$ cat src/rtl/sopc_sim_ctrl.sv
// Bring-up controller: sequences the core reset, counts run cycles and
// snoops each channel's tohost writes to report pass, fail or timeout.
module sopc_sim_ctrl #(
    parameter int NUM_CH = 1,
    parameter int ADDR_W = 32,
    parameter int DATA_W = 32,
    parameter int CNT_W  = 32,
    parameter logic [ADDR_W-1:0] TOHOST_ADDR = 'h0000_1000,
    parameter int RST_CYCLES = 5,
    parameter int TIMEOUT    = 100,
    localparam int CH_W = (NUM_CH > 1) ? $clog2(NUM_CH) : 1
) (
    input  logic                     clk,
    input  logic                     rst,
    input  logic [NUM_CH-1:0]        ch_wr_en,
    input  logic [NUM_CH*ADDR_W-1:0] ch_wr_addr,
    input  logic [NUM_CH*DATA_W-1:0] ch_wr_data,
    output logic                     core_rst_n,
    output logic [NUM_CH-1:0]        ch_done,
    output logic                     done,
    output logic                     pass,
    output logic                     fail,
    output logic                     timeout,
    output logic [CH_W-1:0]          fail_ch,
    output logic [DATA_W-2:0]        fail_code,
    output logic [CNT_W-1:0]         cycle_cnt
);

    localparam logic [2:0] S_HOLD = 3'd0;
    localparam logic [2:0] S_RUN  = 3'd1;
    localparam logic [2:0] S_PASS = 3'd2;
    localparam logic [2:0] S_FAIL = 3'd3;
    localparam logic [2:0] S_TMO  = 3'd4;

    localparam int HW = (RST_CYCLES > 1) ? $clog2(RST_CYCLES) : 1;
    localparam logic [HW-1:0] HOLD_LAST = HW'(RST_CYCLES - 1);
    localparam logic [CNT_W-1:0] TMO_LAST = CNT_W'(TIMEOUT - 1);

    logic [2:0]        state_q;
    logic [HW-1:0]     hold_q;
    logic [CNT_W-1:0]  cnt_q;
    logic [NUM_CH-1:0] done_q;
    logic [CH_W-1:0]   fch_q;
    logic [DATA_W-2:0] fcode_q;

    logic [NUM_CH-1:0] pass_hit;
    logic [NUM_CH-1:0] fail_hit;
    logic [NUM_CH-1:0] done_nxt;
    logic [CH_W-1:0]   f_idx;
    logic [DATA_W-2:0] f_code;
    logic              tmo_hit;

    always_comb begin
        pass_hit = '0;
        fail_hit = '0;
        f_idx    = '0;
        f_code   = '0;
        // Scan downward so the lowest failing channel is the one kept.
        for (int i = NUM_CH - 1; i >= 0; i--) begin
            if (ch_wr_en[i]
                && ch_wr_addr[i*ADDR_W +: ADDR_W] == TOHOST_ADDR
                && ch_wr_data[i*DATA_W]) begin
                if (ch_wr_data[i*DATA_W +: DATA_W] == DATA_W'(1)) begin
                    pass_hit[i] = 1'b1;
                end else begin
                    fail_hit[i] = 1'b1;
                    f_idx  = CH_W'(i);
                    f_code = ch_wr_data[i*DATA_W + 1 +: DATA_W - 1];
                end
            end
        end
    end

    assign done_nxt = done_q | pass_hit;
    assign tmo_hit  = (TIMEOUT != 0) && (cnt_q == TMO_LAST);

    always_ff @(posedge clk or posedge rst) begin
        if (rst) begin
            state_q <= S_HOLD;
            hold_q  <= '0;
            cnt_q   <= '0;
            done_q  <= '0;
            fch_q   <= '0;
            fcode_q <= '0;
        end else begin
            unique case (state_q)
                S_HOLD: begin
                    if (hold_q == HOLD_LAST) begin
                        state_q <= S_RUN;
                    end else begin
                        hold_q <= hold_q + 1'b1;
                    end
                end
                S_RUN: begin
                    if (|fail_hit) begin
                        state_q <= S_FAIL;
                        fch_q   <= f_idx;
                        fcode_q <= f_code;
                    end else if (&done_nxt) begin
                        state_q <= S_PASS;
                        done_q  <= done_nxt;
                    end else if (tmo_hit) begin
                        state_q <= S_TMO;
                        done_q  <= done_nxt;
                    end else begin
                        done_q <= done_nxt;
                        if (cnt_q != '1) begin
                            cnt_q <= cnt_q + 1'b1;
                        end
                    end
                end
                default: ;
            endcase
        end
    end

    assign core_rst_n = (state_q != S_HOLD);
    assign pass       = (state_q == S_PASS);
    assign fail       = (state_q == S_FAIL);
    assign timeout    = (state_q == S_TMO);
    assign done       = pass | fail | timeout;
    assign ch_done    = done_q;
    assign fail_ch    = fch_q;
    assign fail_code  = fcode_q;
    assign cycle_cnt  = cnt_q;

endmodule

$ cat config.mk
export PLATFORM = sky130hd
export DESIGN_NAME = sopc_sim_ctrl
export DESIGN_NICKNAME = d
export VERILOG_FILES = /design/src/rtl/sopc_sim_ctrl.sv
export SDC_FILE = /design/constraint.sdc
export NUM_CORES = 1
export LEC_CHECK = 0
export ABC_CLOCK_PERIOD_IN_PS = 2300
export BUFFER_PORTS_ARGS = -buffer_cell sky130_fd_sc_hd__buf_4
export CAP_MARGIN = 25
export CORE_MARGIN = 10
export CORE_UTILIZATION = 48
export DETAILED_ROUTE_END_ITERATION = 7
export PLACE_DENSITY = 0.79
export SETUP_SLACK_MARGIN = 0.2
export SYNTH_ARGS = -nofsm -noshare
export SYNTH_HDL_FRONTEND = slang
export SYNTH_SLANG_ARGS = --single-unit
$ cat constraint.sdc
create_clock -name clk -period 2.3 [get_ports clk]
set_input_delay 0.23 -clock clk [delete_from_list [all_inputs] [get_ports clk]]
set_output_delay 0.23 -clock clk [all_outputs]
set_load 0.03 [all_outputs]
==> summary.md <==
| Metric | Value |
|---|---|
| Worst Path Required | `2.53 ns` |
| Post-synthesis sequential area ratio | `52.9%` |
| # diodes | `0` |
| Root buffer cell | `clkbuf_8` |
| Pleak | `2.39 nW` |
| Worst Hold Class | `primary input to asynchronous set/reset pin` |
| Fill count | `506` |
| Slew HR | `50.3%` |
| Tot GR Track Use | `17.8%` |
| Row count | `30` |
| Die Area | `0.0106 sq mm` |
| Nets | `498` |
| Initial drt markers | `79` |
| Largest net degree at the start of global routing | `37` |
| Critical Path AT | `2.29 ns` |
| Yosys warns | `0` |
| Max_cap viols | `0` |
| Minimum clock period after layout | `2.05 ns` |
| WL/cell | `19.5 um` |
| Count of TritonRoute iterations in the first routing pass | `4` |
| Clock transition at path regs | `0.08 ns` |
| Syn nets | `347` |
| Global-route wire length before repair | `14.8 mm` |
| Syn Inst Count | `277` |
| Die height | `103 um` |
| Post-synth ARST share | `100%` |
| Setup crit start kind | `flop` |
| Number of global-route vias before repair | `2969` |
| Post-DP HPWL | `7.57 mm` |
| Mapped Avg Cell Area | `12.0 sq um` |
| # hold bufs at CTS | `0` |
| CP max FO | `8` |
| Crit-path cells | `ha_4 -> and4_1 -> and4_4 -> and4_4 -> nor3_4 -> buf_6 -> buf_12 -> mux2_2` |
| Slowest-stage cell, CP | `dfrtp_2` |
| Gp weighted congestion | `0.807` |
| Drt drc | `0` |
| Core area | `0.00676 sq mm` |
| DR vias/cell | `5.57` |
| Fin crit share | `89.3%` |
| Fmax | `487 MHz` |
| Final hold violation count | `0` |
| Grt ovf | `0` |
| Unique cell type count in the Yosys netlist | `36` |
| I/O pin count | `137` |
| Main synth FF type | `dfrtp_1` |
| Via count | `2858` |
| CP Buf/Inv Count | `2` |
| Clk buf depth | `2` |
| Cts bufs inserted | `9` |
| Post-synthesis register bit count | `70` |
| Detail Route Antenna Nets | `0` |
| Final max-slew violation count | `0` |
| Critical path type | `flop to flop` |
| Final Setup Violations | `0` |
| CP delay by family, top | `simple AND/OR/NAND/NOR gates` |
| DIE WIDTH | `103 um` |
| Final Skew | `0.0131 ns` |
| Largest stage delay, worst path | `0.44 ns` |
| Share of cells above drive strength 1 | `48.5%` |
| RSZ-0062 raised after global routing | `false` |
| Crit end category | `flop` |
| WHS | `0.00704 ns` |
| Buffers on Ports | `135` |
| PD cells | `536 mW/mm^2` |
| Status | `completed` |
| Insertion delay to the later sink of the worst-skew pair | `0.35 ns` |
| CTS tree | `done` |
| Peak supply drop | `0.364 mV` |
| Initial core utilization | `49.0%` |
| Mapped Area | `0.00331 sq mm` |
| Final TNS setup | `0 ns` |
| Most frequent CP cell | `and4_4` |
| Layout area overhead | `44.1%` |
| Post-synth EDFFs | `0` |
| H-tree lvl count | `3` |
| Final wirelength | `10.0 mm` |
| Initial antenna violation count | `0` |
| Slew @ Worst Pin | `0.745 ns` |
| Clk sink count | `70` |
## power by group
part / internal (mW) / switching [mW]
Clock: 0.543 / 0.494
Sequential: 1.25 / 0.0124
Combinational: 0.136 / 0.123
## layout make-up
class,instances,area (sq um),share of cell area (%)
clock buffers,11,141,2.96
well taps,80,100,2.10
repair buffers,150,1200,25.2
multi-input cells,190,1480,31.0
flip-flops and latches,70,1760,36.8
clock inverters,5,65.1,1.36
inverters,7,26.3,0.551
## worst reg2reg max path, stage by stage (launching register included)
cell	delay (ns)
dfrtp_2	0.44
ha_4	0.18
and4_1	0.18
and4_4	0.19
and4_4	0.19
nor3_4	0.16
buf_6	0.15
buf_12	0.13
mux2_2	0.32
## cells in the mapped netlist (2+ instances only)
| cell | number | area [sq um] |
|---|---|---|
| and4_1 | 9 | 78.8 |
| dfrtp_1 | 70 | 1750 |
| nand3_1 | 16 | 80.1 |
| nor2_1 | 11 | 41.3 |
| nand4_1 | 20 | 125 |
| ha_1 | 3 | 37.5 |
| xnor2_1 | 32 | 280 |
| mux2_1 | 3 | 33.8 |
| buf_6 | 7 | 78.8 |
| o21ai_0 | 2 | 10.0 |
| nor3_4 | 2 | 32.5 |
| nand2_1 | 12 | 45.0 |
| a31oi_1 | 2 | 12.5 |
| nor4_1 | 18 | 113 |
| inv_1 | 7 | 26.3 |
| and3_1 | 9 | 56.3 |
| mux2_2 | 29 | 327 |
| nor3_1 | 2 | 10.0 |
| a21oi_1 | 2 | 10.0 |
| nor4b_1 | 5 | 43.8 |
## layer usage
| metal | routed length (um) | up-vias | GRT usage [%] |
|---|---|---|---|
| li1 | - | 1322 | - |
| met1 | 4060 | 1406 | 20.7 |
| met2 | 4850 | 119 | 29.8 |
| met3 | 975 | 11 | 6.17 |
| met4 | 123 | 0 | 5.99 |
| met5 | 0 | - | 0 |
## per-stage QoR
| stage | instance area, sq um | worst slack, ns | std cells | util, % | power (mW) |
|---|---|---|---|---|---|
| floorplan | 3330 | 0.146 | 277 | - | 1.39 |
| global placement | 4460 | 0.187 | 492 | 66.0 | 1.53 |
| detailed placement | 4460 | 0.133 | 492 | 66.0 | 1.54 |
| CTS | 4660 | 0.237 | 508 | 69.0 | 2.57 |
| global route | 4770 | 0.188 | 513 | 70.6 | 2.66 |
| finish | 4770 | 0.246 | 513 | 70.6 | 2.56 |
## what timing repair did
action                     in CTS  in global routing
setup endpoints to repair       0                 18
resized for setup               0                  9
setup buffers                   0                  3
## cell usage in the layout, fill, tap and decap left out, types with 2 or more instances in the layout
master	Yosys	layout
nand3_1	16	16
and3_1	9	9
clkinv_4	0	2
nand2_1	12	12
nor3_4	2	2
dfrtp_2	0	3
inv_1	7	6
mux2_2	29	29
xnor2_1	32	32
clkbuf_8	0	10
a31oi_1	2	2
dfrtp_1	70	67
a21oi_1	2	2
nor4_1	18	16
nor2_1	11	11
ha_1	3	2
nor3_1	2	2
inv_6	0	2
and4_1	9	6
nand4_1	20	20
nor4b_1	5	5
buf_4	1	144
mux2_1	3	3
and4_4	0	2
clkbuf_16	0	2
buf_12	0	3
o21ai_0	2	2
## worst paths after layout
kind                           startpoint             to  slack, ns  cells after the start
setup / recovery             cycle_cnt[0]   cycle_cnt[1]       0.25                      8
hold / removal                        rst  fail_code[27]      0.007                      2
setup reg to reg             cycle_cnt[0]   cycle_cnt[1]       0.25                      8
hold reg to reg                 hold_q[2]      hold_q[2]       0.50                      1
max in group asynchronous             rst  cycle_cnt[17]       1.62                      3
min in group clk           ch_wr_data[25]  fail_code[24]       0.11                      2
## state kept, by name, indices dropped and copies added, names as in the netlist
name and flops:
ch_done 1, cycle_cnt 32, fail_code 31, hold_q 3, state_q 3
## cells by family after synthesis
| kind of cell | share of synthesized area (%) |
|---|---|
| compound gates | 2.04 |
| flops | 52.9 |
| simple gates | 20.5 |
| fa+ha+maj | 1.13 |
| xor+xnor | 8.73 |
| mux | 10.9 |
| other cells | 0.113 |
| buf+inv | 3.67 |
Power figures use the tool's default switching activity.
